## config.mk

```make
export PLATFORM = sky130hd
export DESIGN_NAME = pht_update_scheduler_flat
export DESIGN_NICKNAME = d
export VERILOG_FILES = /design/src/rtl/pht_update_scheduler_if.sv /design/src/rtl/pht_update_scheduler.sv /design/src/flat_wrapper.sv
export SDC_FILE = /design/constraint.sdc
export NUM_CORES = 1
export LEC_CHECK = 0
export ABC_AREA = 1
export CORE_MARGIN = 5
export CORE_UTILIZATION = 35
export DETAILED_ROUTE_END_ITERATION = 12
export PLACE_DENSITY = 0.56
export SYNTH_ARGS = -nofsm -noshare
export SYNTH_HDL_FRONTEND = slang
export SYNTH_SLANG_ARGS = --single-unit
```

## constraint.sdc

```tcl
create_clock -name clk -period 2.6 [get_ports clk]
set_clock_uncertainty 0.2 [all_clocks]
set_input_delay 0.52 -clock clk [delete_from_list [all_inputs] [get_ports clk]]
set_output_delay 0.52 -clock clk [all_outputs]
set_load 0.02 [all_outputs]
```

## src/rtl/pht_update_scheduler_if.sv

```systemverilog
// rtl/pht_update_scheduler_if.sv - resolution and PHT port bundle for the PHT update scheduler
//
// Purpose: groups the resolved-branch enqueue handshake, the fetch lookup
// indication and the scheduler's PHT read/write port.
// Signals:
//   res_valid/res_index/res_taken/res_ready : resolved-branch enqueue handshake
//   lookup_valid                            : fetch owns the PHT port this cycle
//   pht_addr/pht_rd/pht_rdata               : PHT read (data returns one cycle after pht_rd)
//   pht_we/pht_wdata                        : PHT write
// Modports: master = resolution logic + PHT side, slave = scheduler.
interface pht_update_scheduler_if #(
  parameter int INDEX_W = 10
);
  logic               res_valid;
  logic [INDEX_W-1:0] res_index;
  logic               res_taken;
  logic               res_ready;
  logic               lookup_valid;
  logic [INDEX_W-1:0] pht_addr;
  logic               pht_rd;
  logic [1:0]         pht_rdata;
  logic               pht_we;
  logic [1:0]         pht_wdata;

  modport master (
    output res_valid, res_index, res_taken, lookup_valid, pht_rdata,
    input  res_ready, pht_addr, pht_rd, pht_we, pht_wdata
  );

  modport slave (
    input  res_valid, res_index, res_taken, lookup_valid, pht_rdata,
    output res_ready, pht_addr, pht_rd, pht_we, pht_wdata
  );
endinterface

```

## src/rtl/pht_update_scheduler.sv

```systemverilog
// rtl/pht_update_scheduler.sv - queues branch outcomes and applies 2-bit counter RMW updates to the PHT
//
// Purpose: resolved branch outcomes are pushed into a small circular FIFO and
// applied one at a time as read / capture / write sequences on the single PHT
// port, only in cycles where fetch is not doing a lookup.
// Ports:
//   clk, rst_n   : clock, asynchronous active-low reset
//   bus (slave)  : enqueue handshake, lookup_valid, PHT read/write port
//   busy         : queue non-empty or an update in progress
//   drop_count   : saturating count of outcomes offered while the queue was full
module pht_update_scheduler #(
  parameter int INDEX_W = 10,
  parameter int DEPTH   = 4
) (
  input  logic                   clk,
  input  logic                   rst_n,
  pht_update_scheduler_if.slave  bus,
  output logic                   busy,
  output logic [7:0]             drop_count
);

  localparam int PTR_W = $clog2(DEPTH);
  localparam int CNT_W = PTR_W + 1;

  typedef enum logic [1:0] {IDLE, RD, CAP, WR} state_t;

  state_t             state_q, state_d;
  logic [INDEX_W-1:0] idx_mem_q [DEPTH];
  logic [INDEX_W-1:0] idx_mem_d [DEPTH];
  logic               tkn_mem_q [DEPTH];
  logic               tkn_mem_d [DEPTH];
  logic [PTR_W-1:0]   head_q, head_d;
  logic [PTR_W-1:0]   tail_q, tail_d;
  logic [CNT_W-1:0]   count_q, count_d;
  logic [1:0]         old_q, old_d;
  logic [7:0]         drop_q, drop_d;

  logic               push;
  logic               pop;
  logic               drive_rd;
  logic               drive_wr;
  logic               chg;
  logic [1:0]         new_val;
  logic [INDEX_W-1:0] head_index;
  logic               head_taken;

  assign head_index = idx_mem_q[head_q];
  assign head_taken = tkn_mem_q[head_q];

  // Ready looks only at the registered count: a pop this cycle does not
  // make room for an enqueue in the same cycle.
  assign bus.res_ready = (count_q != CNT_W'(DEPTH));
  assign push          = bus.res_valid && bus.res_ready;

  // Saturating counter update from the captured old value.
  always_comb begin
    new_val = old_q;
    chg     = 1'b0;
    if (head_taken && (old_q != 2'b11)) begin
      new_val = old_q + 2'd1;
      chg     = 1'b1;
    end else if (!head_taken && (old_q != 2'b00)) begin
      new_val = old_q - 2'd1;
      chg     = 1'b1;
    end
  end

  // FSM next state and port strobes.
  always_comb begin
    state_d  = state_q;
    drive_rd = 1'b0;
    drive_wr = 1'b0;
    pop      = 1'b0;
    old_d    = old_q;
    case (state_q)
      IDLE: begin
        if (count_q != '0) state_d = RD;
      end
      RD: begin
        if (!bus.lookup_valid) begin
          drive_rd = 1'b1;
          state_d  = CAP;
        end
      end
      CAP: begin
        // Never stalled, so rdata is always taken exactly one cycle after pht_rd.
        old_d   = bus.pht_rdata;
        state_d = WR;
      end
      WR: begin
        if (!bus.lookup_valid) begin
          drive_wr = 1'b1;
          pop      = 1'b1;
          // Count after this pop (a simultaneous push keeps it non-empty).
          if ((count_q == CNT_W'(1)) && !push) state_d = IDLE;
          else                                 state_d = RD;
        end
      end
      default: state_d = IDLE;
    endcase
  end

  assign bus.pht_rd    = drive_rd;
  assign bus.pht_we    = drive_wr && chg;
  assign bus.pht_addr  = (drive_rd || drive_wr) ? head_index : '0;
  assign bus.pht_wdata = drive_wr ? new_val : 2'b00;

  // Queue and drop-counter next state.
  always_comb begin
    idx_mem_d = idx_mem_q;
    tkn_mem_d = tkn_mem_q;
    head_d    = head_q;
    tail_d    = tail_q;
    drop_d    = drop_q;
    if (push) begin
      idx_mem_d[tail_q] = bus.res_index;
      tkn_mem_d[tail_q] = bus.res_taken;
      tail_d            = tail_q + PTR_W'(1);
    end
    if (pop) head_d = head_q + PTR_W'(1);
    count_d = count_q + CNT_W'(push) - CNT_W'(pop);
    if (bus.res_valid && !bus.res_ready && (drop_q != 8'hFF)) drop_d = drop_q + 8'd1;
  end

  always_ff @(posedge clk or negedge rst_n) begin
    if (!rst_n) begin
      state_q <= IDLE;
      head_q  <= '0;
      tail_q  <= '0;
      count_q <= '0;
      old_q   <= 2'b00;
      drop_q  <= 8'd0;
      for (int i = 0; i < DEPTH; i++) begin
        idx_mem_q[i] <= '0;
        tkn_mem_q[i] <= 1'b0;
      end
    end else begin
      state_q   <= state_d;
      head_q    <= head_d;
      tail_q    <= tail_d;
      count_q   <= count_d;
      old_q     <= old_d;
      drop_q    <= drop_d;
      idx_mem_q <= idx_mem_d;
      tkn_mem_q <= tkn_mem_d;
    end
  end

  assign busy       = (count_q != '0) || (state_q != IDLE);
  assign drop_count = drop_q;

endmodule
```

## src/flat_wrapper.sv

```systemverilog
// flat-port wrapper written by rule: the top's interface ports become plain ports
module pht_update_scheduler_flat 
#(
  parameter int INDEX_W = 10,
  parameter int DEPTH   = 4
)
  (clk, rst_n, busy, drop_count, bus_res_valid, bus_res_index, bus_res_taken, bus_lookup_valid, bus_pht_rdata, bus_res_ready, bus_pht_addr, bus_pht_rd, bus_pht_we, bus_pht_wdata);
  pht_update_scheduler_if #(.INDEX_W(INDEX_W)) bus_i ();
  input  logic clk;
  input  logic rst_n;
  output logic busy;
  output logic [7:0] drop_count;
  input wire logic [$bits(bus_i.res_valid)-1:0] bus_res_valid;
  input wire logic [$bits(bus_i.res_index)-1:0] bus_res_index;
  input wire logic [$bits(bus_i.res_taken)-1:0] bus_res_taken;
  input wire logic [$bits(bus_i.lookup_valid)-1:0] bus_lookup_valid;
  input wire logic [$bits(bus_i.pht_rdata)-1:0] bus_pht_rdata;
  output wire logic [$bits(bus_i.res_ready)-1:0] bus_res_ready;
  output wire logic [$bits(bus_i.pht_addr)-1:0] bus_pht_addr;
  output wire logic [$bits(bus_i.pht_rd)-1:0] bus_pht_rd;
  output wire logic [$bits(bus_i.pht_we)-1:0] bus_pht_we;
  output wire logic [$bits(bus_i.pht_wdata)-1:0] bus_pht_wdata;
  assign bus_i.res_valid = bus_res_valid;
  assign bus_i.res_index = bus_res_index;
  assign bus_i.res_taken = bus_res_taken;
  assign bus_i.lookup_valid = bus_lookup_valid;
  assign bus_i.pht_rdata = bus_pht_rdata;
  assign bus_res_ready = bus_i.res_ready;
  assign bus_pht_addr = bus_i.pht_addr;
  assign bus_pht_rd = bus_i.pht_rd;
  assign bus_pht_we = bus_i.pht_we;
  assign bus_pht_wdata = bus_i.pht_wdata;
  pht_update_scheduler #(.INDEX_W(INDEX_W), .DEPTH(DEPTH)) u_core (.clk(clk), .rst_n(rst_n), .bus(bus_i), .busy(busy), .drop_count(drop_count));
endmodule
```

==> metrics <==
vias in the first global route=around 2600; Final Cell Area=between 0.003 and 0.004 mm^2; Tcrit/Tclk final=between 90% and 100%; Comb pwr share=45.9%; global route overflow=0; kind of critical path=input port to output port; CP startpoint kind=input port; setup slack after layout=approximately 170 ps; fmax=around 0.4 GHz; Worst Max-Slew Pin Slew=360 ps; XOR/XNOR Fraction of Synth Area=around 3%; Filler Cell Count=slightly above 900; status=finished, violations left; drt wl/cell=between 10 and 15 um; Sw Pwr=~1.9 mW; largest family of logic cells by synthesized area=simple AND/OR/NAND/NOR gates; worst flop-to-flop path startpoint=u_core.state_q[0]; share of layout cells above drive strength 1=14.6%; post-synthesis mux area share=0%; Skew-Pair Late Insertion Delay=330 ps; Worst-path clk slew=70 ps; Synthesized Nets=just over 400; initial antenna violation count=0; CTS HTree Levels=3; Die Y=about 110 um; GRT Total Usage=a little over an eighth; CTS tree=yes; CP max stage delay=480 ps; adder-cell share of the synthesized area=~6%; Root Driver=clkbuf_8; Levels on crit path=5; Site Rows=35; Hold Path Class=input port to async pin; sequential share of the synthesized area=approximately half; internal power=2.78 mW; Starting Density=35.4%; hold slack=-13.4 ps; Peak supply drop=0.399 mV; post-DR vias/cell=around 4.7; Syn Inst Count=about 380; Synth Area in Compound Gates=between 10 and 15%; Critical Path Start=bus_lookup_valid; CP max-delay cell=clkdlybuf4s50_1; Sw Ratio=between 40% and 50%; synth warn=0; slew margin rel.=roughly 76%; synth unique cells=25; #FFs+latches synth=63; clock sinks=63; Starting DRT DRC Count=between 100 and 150; cell type with the highest aggregate area in the netlist=dfrtp_1; Final Max Slew Viols=0; die area=about 0.011 mm^2; Worst Path Max Fanout=6; final hold violations=5; post-synthesis simple-gate area fraction=18.9%; # DRC=0; Total Nets Final=approximately 450; top cell family by delay on the critical path=buffers and inverters; Area growth, synth to finish=19.9%; failing checks=hold timing; worst endpoint required time=roughly 1900 ps; Placement Setup Slack=-292 ps; # diodes=0; Pre-Repair DR Iteration Count=4; Clk network pwr share=about 18%; Routed Antenna Nets=0; Setup crit end kind=output port; commonest cells after routing, fill and taps aside=78 x nand2_1, 61 x dfrtp_1, 47 x nor2_1, 37 x o21ai_1, 35 x inv_1; IO buf count=40; leakage power=between 1.5 and 2 nW; Critical R2R Capture=u_core.count_q[1]; Max Cap Violations=0; first-pass GRT wire length=between 10000 and 15000 um; top cell type's share of synthesized area=48.6%; Final setup viols=0; Syn Std Cell Area=between 0.003 and 0.004 mm^2; GPL Wtd Cong=between 0.7 and 0.8; Ports=a little over 40; Core ar.=roughly 0.0092 mm^2; die width=~110 um; setup bufs post-CTS=0; routed vias=roughly 2500; r2r setup slk=between 300 and 400 ps; Worst EP arrival=about 1700 ps; commonest non-fill, non-tap cell in the layout=nand2_1; R2R cell count=10; Max clock buf depth=2; total CTS buffers=9; DRT Wirelength=roughly 6800 um; Power Dens Cells=roughly 1200 mW/mm^2; HPWL Detailed=around 4600 um; Worst Setup EP=bus_pht_we; dominant cells by area after synthesis=dfrtp_1 49%, nand2_1 9.0%, o21ai_1 5.7%; Critical path buffers and inverters=3; critical path cell sequence=clkdlybuf4s50_1 > nor2_2 > buf_4 > a21boi_0 > clkbuf_2; Flop pwr share=between 30% and 40%; Avg Cell Area, Syn=8.65 um^2; Final Power=between 4 and 5 mW; Setup TNS Final=0 ps; pin count of the biggest net entering global routing=64; Tmin final=approximately 2400 ps; Post-Place Cell Area=roughly 0.0038 mm^2; RSZ-0062 raised after global routing=no; post-cts hold buffer count=0
==> cell usage after synthesis (all sizes together) <==
| cell type | count |
|---|---|
| nand2 | 83 |
| o21ai | 76 |
| dfrtp | 63 |
| nor2 | 51 |
| inv | 36 |
| buf | 14 |
| ha | 14 |
| a21oi | 11 |
| nand3 | 10 |
| xnor2 | 7 |
| xor2 | 4 |
| clkbuf | 2 |
| a21boi | 1 |
| a31oi | 1 |
| fa | 1 |
| nand3b | 1 |
==> state kept, by name, summed over array words and instances, names as in the netlist <==
| name | flops |
|---|---|
| u_core.old_q | 2 |
| u_core.tkn_mem_q | 4 |
| u_core.tail_q | 2 |
| u_core.idx_mem_q | 40 |
| u_core.count_q | 3 |
| u_core.drop_count | 8 |
| u_core.state_q | 2 |
| u_core.head_q | 2 |
==> metal layers <==
| layer | up-vias | global-route usage (%) | share of wire (%) |
|---|---|---|---|
| li1 | 1285 | - | - |
| met1 | 1152 | 18.8 | 50 |
| met2 | 61 | 21.2 | 44 |
| met3 | 6 | 2.06 | 4.2 |
| met4 | 0 | 4.44 | 1.2 |
| met5 | - | 0 | 0 |
==> power by group through the flow <==
stage	sequential, mW	combinational [mW]	clock, mW
floorplan	1.69	1.60	0
global placement	1.71	2.23	0
detailed placement	1.72	2.25	0
CTS	1.71	2.23	0.871
global route	1.78	2.52	0.915
finish	1.71	2.16	0.841
==> final cells by class <==
class                           instances  area [um^2]  area share [%]
Inverter                               36          140            3.60
Clock buffer                           11          151            3.89
Tap cell                              111          139            3.57
Sequential cell                        63         1580            40.6
Clock inverter                          4         45.0            1.16
Multi-Input combinational cell        260         1390            35.8
Timing Repair Buffer                   50          444            11.4
==> what timing repair did <==
| item | CTS | global route |
|---|---|---|
| hold endpoints to repair | 0 | 0 |
| cloned | 0 | 0 |
| setup endpoints to repair | 14 | 14 |
| gates resized for setup | 24 | 23 |
==> worst min path at each step <==
stage / slack [ps] / depth (start not counted) / startpoint / end
after floorplan: 20 / 0 / rst_n / u_core.count_q[0]
after global placement: 260 / 2 / u_core.idx_mem_q[7] / u_core.idx_mem_q[7]
after detailed placement: 260 / 2 / u_core.idx_mem_q[7] / u_core.idx_mem_q[7]
after CTS: 5 / 2 / rst_n / u_core.idx_mem_q[2]
after global routing: 10 / 2 / rst_n / u_core.idx_mem_q[2]
final: -10 / 2 / rst_n / u_core.idx_mem_q[2]
==> logic make-up (layout without fill, tap and decap cells) <==
kind of cell | count (synthesis) | after routing
AOI/OAI and AO/OA | 89 | 89
xor gates and xnor gates | 11 | 11
adders and majority gates | 15 | 15
buffers and inverters | 52 | 101
DFF | 63 | 63
and+or+nand+nor | 145 | 145
==> metrics by stage <==
stage / utilization, % / cells
after floorplan: - / 375
after global placement: 41.0 / 520
after detailed placement: 41.0 / 520
after CTS: 43.1 / 535
after global routing: 42.5 / 535
final: 42.5 / 535
(Power assumes the default switching activity.)
==> RTL change 1, RTL diff (same settings) <==
The 4 states of `state_t` get a one-hot encoding in 4 bits.
--- a/src/rtl/pht_update_scheduler.sv
+++ b/src/rtl/pht_update_scheduler.sv
@@ -24,3 +24,3 @@
 
-  typedef enum logic [1:0] {IDLE, RD, CAP, WR} state_t;
+  typedef enum logic [3:0] {IDLE = 4'b0001, RD = 4'b0010, CAP = 4'b0100, WR = 4'b1000} state_t;
 
Check against the original RTL: no difference found for any inputs over 4 cycles, from zero or initial values and one cycle with rst_n low; so few cycles prove little.
==> RTL change 1 against the original RTL <==
Sequential cell count is 2 higher. Power is 5.7% lower. Clock power is 7.5% higher. Area after synthesis is 1.7% higher. Register-to-register slack worse by 0.11 ns. Final area is 3.2% higher. Worst setup slack worse by 0.11 ns. Hold slack better by 0.30 ns. Wire length is 2.7% higher. Largest cell class unchanged.
==> RTL change 1: results (changes against the original RTL) <==
grt_pass1_vias: 2530  # was 2569
final_nets: 469  # was 452
yosys-top-cells-count: "nand2_1, dfrtp_1, o21ai_0"  # was nand2_1, dfrtp_1, nor2_1
grtUsageTotal: 0.131  # was 0.134
status: "finished, final reports clean"  # was finished with violations
ys_seq_area_frac: 0.493  # was 0.486
dp_hpwl_um: 4650  # was 4560 um
use_met1: 0.173  # was 0.188
tightest_slew_ns: 0.493  # was 0.360 ns
drt_iter0_drc: 125  # was 138
vias: 2565  # was 2504
gp_congestion: 0.769  # was 0.743
ir_drop_uv: 341  # was 399 uV
use_met2: 0.210  # was 0.212
worstPathMaxFanout: 4  # was 6
arrival_ns: 1.82  # was 1.71 ns
place_ws_ns: -0.287  # was -0.292 ns
min_path_type: "reg2reg"  # was in2async
final_hold_viol_count: 0  # was 5
leakage_nw: 2.04  # was 1.90 nW
ys_types: 28  # was 25
syn_nets: 418  # was 407
drive_above_1_share: 0.132  # was 0.146
dpl-instance-area_um2: 3850  # was 3750 um2
drt-total-wl_um: 6970  # was 6790 um
final.fill_count: 947  # was 909
grt_pass1_wl_um: 12000  # was 12400 um
grt_util_met3: 0.0247  # was 0.0206
## RTL change 1: cell types whose count changed after synthesis, sizes merged, moves of 5 or more
| cell | delta |
|---|---|
| nor2 | -16 |
| o22ai | +10 |
| a21oi | -6 |
| ha | -5 |
| nand2 | +23 |
| inv | +10 |
## RTL change 1: final cells by class
| class | instances | share of cell area |
|---|---|---|
| inverter | 47 | 0.0452 |
| tap | 111 | 0.0346 |
| multi-input combinational | 264 | 0.339 |
| clock buffer | 11 | 0.0377 |
| timing repair buffer | 55 | 0.122 |
| clock inverter | 5 | 0.0156 |
| sequential | 65 | 0.406 |
## RTL change 1: tightest hold or removal path: cells and delay by family (launching register included)
kind | cells | cell delay, ns
AOI/OAI and AO/OA | 1 | 0.06
DFF | 1 | 0.34
and+or+nand+nor | 1 | 0.05
## RTL change 1: path summary, 6_finish.rpt
path,from,to,slack [ns]
worst max-delay path,bus_lookup_valid,bus_pht_we,0.06
worst min-delay path,u_core.idx_mem_q[25],u_core.idx_mem_q[25],0.28
worst max register to register,u_core.state_q[1],u_core.count_q[2],0.20
worst min register to register,u_core.idx_mem_q[25],u_core.idx_mem_q[25],0.28
max in group asynchronous,rst_n,u_core.state_q[0],1.34
min in group asynchronous,rst_n,u_core.idx_mem_q[3],0.52
## RTL change 1: per-stage QoR
step                cells  utilization  setup TNS (ns)  power [mW]
floorplan             391            -               0        3.07
global placement      541        0.419           -2.48        3.56
detailed placement    541        0.419           -2.60        3.61
CTS                   558        0.441               0        4.52
global route          558        0.437               0        4.86
finish                558        0.437               0        4.45
## RTL change 1: per-layer routing
layer | routed length (um) | up-vias
li1 | - | 1342
met1 | 3370 | 1170
met2 | 3240 | 47
met3 | 280 | 6
met4 | 76 | 0
met5 | 0 | -
## RTL change 1: repair_timing
item	CTS	global route
gates resized for setup	14	24
hold buffers	1	0
setup endpoints to repair	14	12
pin swaps	0	0
hold endpoints to repair	24	0
## RTL change 1: logic make-up (layout without fill, tap and decap cells)
group                    count (synthesis)  count (layout)  synth area share
AND/OR/NAND/NOR                        156             156             0.201
AO/OA/AOI/OAI                           87              87             0.143
flip-flops                              65              65             0.493
buffers and inverters                   62             118            0.0937
XOR/XNOR                                11              11            0.0292
adder cells (fa/ha/maj)                 10              10            0.0402
## RTL change 1: power groups by stage
stage          Sequential, mW  Clock (mW)  Combinational, mW
2_1_floorplan            1.70           0               1.37
3_3_place_gp             1.72           0               1.84
3_5_place_dp             1.73           0               1.88
4_1_cts                  1.71       0.933               1.87
5_1_grt                  1.77       0.972               2.12
6_report                 1.72       0.904               1.83
==> RTL change 2, RTL diff (same flow settings) <==
Made on the original files. `INDEX_W` is set to 10 in 3 places; all go to 8.
--- a/src/rtl/pht_update_scheduler_if.sv
+++ b/src/rtl/pht_update_scheduler_if.sv
@@ -11,3 +11,3 @@
 interface pht_update_scheduler_if #(
-  parameter int INDEX_W = 10
+  parameter int INDEX_W = 8
 );
--- a/src/rtl/pht_update_scheduler.sv
+++ b/src/rtl/pht_update_scheduler.sv
@@ -11,3 +11,3 @@
 module pht_update_scheduler #(
-  parameter int INDEX_W = 10,
+  parameter int INDEX_W = 8,
   parameter int DEPTH   = 4
--- a/src/flat_wrapper.sv
+++ b/src/flat_wrapper.sv
@@ -3,3 +3,3 @@
 #(
-  parameter int INDEX_W = 10,
+  parameter int INDEX_W = 8,
   parameter int DEPTH   = 4
Ports: changed (resized bus_pht_addr and bus_res_index); port bits go from 41 to 37. The function was not compared with the original's and may differ.
==> RTL change 2 against the original RTL <==
Area after synthesis decreased by 14%. Final area decreased by 13%. Count of clock-buffer cells in the layout decreased by 6. Sequential share of layout area increased by 0.12 points. Power decreased by 17%. Sequential cell count decreased by 8. Non-clock buffer count decreased by 1. Clock power decreased by 34%. Wire length decreased by 11%. Synthesized cell count decreased by 13%. Worst setup slack got worse by 0.086 ns.
==> RTL change 2: results (changes against the original RTL) <==
status: "finished, final reports clean"  # was finished with violations
worstSkewPairLatency_ns: 0.30  # was 0.33 ns
wl_per_cell_um: 12.8  # was 12.7 um
synthXorXnorAreaFrac: 0.0346  # was 0.0297
tightest_slew_ns: 0.374  # was 0.360 ns
min_path_type: "reg2reg"  # was in2async
grt_max_degree: 56  # was 64
io_buffers: 36  # was 40
cts.htree.levels: 2  # was 3
leakage_nw: 1.66  # was 1.90 nW
dpl-instance-area_um2: 3300  # was 3750 um2
final_cells: 475  # was 535
final_nets: 403  # was 452
via_per_inst: 4.67  # was 4.68
synth-compound-area-share: 0.141  # was 0.149
drt_iter0_drc: 118  # was 138
syn_nets: 356  # was 407
arrival_ns: 1.80  # was 1.71 ns
grtUsageTotal: 0.132  # was 0.134
max_stage_delay_ns: 0.53  # was 0.48 ns
gp_congestion: 0.751  # was 0.743
largest_reg_flops: 32  # was 40
yosys-top-cells-count: "nand2_1, dfrtp_1, nor2_1"  # unchanged
place_ws_ns: -0.596  # was -0.292 ns
cts.clk_slew.worst_paths_ns: 0.09  # was 0.07 ns
ys_seq_area_frac: 0.495  # was 0.486
grt_pass1_vias: 2222  # was 2569
ys_types: 24  # was 25
cts_made_buffers: 5  # was 9
dp_hpwl_um: 4200  # was 4560 um
drive_above_1_share: 0.113  # was 0.146
synthAdderAreaFrac: 0.0701  # was 0.0602
dp_cells: 467  # was 520
grt_pass1_wl_um: 10600  # was 12400 um
RTL change 2: where the power goes:
| part | internal [mW] | switching [mW] |
|---|---|---|
| logic | 0.763 | 1.12 |
| registers | 1.23 | 0.260 |
| clock network | 0.282 | 0.275 |
RTL change 2: per-stage QoR:
stage               setup TNS [ns]  utilization
CTS                              0        0.442
finish                           0        0.438
global route                     0        0.438
detailed placement           -4.89        0.427
global placement             -4.48        0.427
floorplan                        0            -
RTL change 2: repair_timing:
item	4_1_cts	5_1_grt
endpoints found under the hold margin	3	0
gates resized for setup	19	20
endpoints found under the setup margin	12	11
pin swaps	0	1
hold buffers	1	0
RTL change 2: layout make-up:
cell class	instances	area [um2]
multi-input cells	231	1230
well taps	102	128
fillers	795	4340
flip-flops and latches	55	1380
inverters	31	119
clock buffers	5	68.8
repair buffers	49	420
clock inverters	2	37.5
RTL change 2: path summary, 6_finish.rpt:
path	startpoint	depth (start not counted)	slack [ns]	end
max	bus_lookup_valid	5	0.08	bus_pht_addr[5]
min	u_core.idx_mem_q[18]	2	0.29	u_core.idx_mem_q[18]
max reg2reg	u_core.state_q[0]	10	0.33	u_core.count_q[2]
min reg2reg	u_core.idx_mem_q[18]	2	0.29	u_core.idx_mem_q[18]
max in group asynchronous	rst_n	3	1.40	u_core.head_q[0]
min in group asynchronous	rst_n	3	0.52	u_core.idx_mem_q[30]
RTL change 2: worst min-delay path, delay by kind of cell (launching register included):
kind / cells / cell delay (ns)
AND/OR/NAND/NOR: 1 / 0.05
flip-flops: 1 / 0.35
AO/OA/AOI/OAI: 1 / 0.06
RTL change 2: cells by family (layout without fill, tap and decap cells):
| family | count (synthesis) | after routing |
|---|---|---|
| simple gates | 130 | 130 |
| compound gates | 75 | 75 |
| flops | 55 | 55 |
| buf+inv | 40 | 87 |
| fa+ha+maj | 15 | 15 |
| xor+xnor | 11 | 11 |
RTL change 2: routing by layer:
layer / GRT usage / vias to the layer above / share of wire
met5: 0 / - / 0
met4: 0.0347 / 0 / 0.010
met3: 0.0266 / 6 / 0.031
met2: 0.207 / 36 / 0.46
met1: 0.186 / 1033 / 0.50
li1: - / 1141 / -
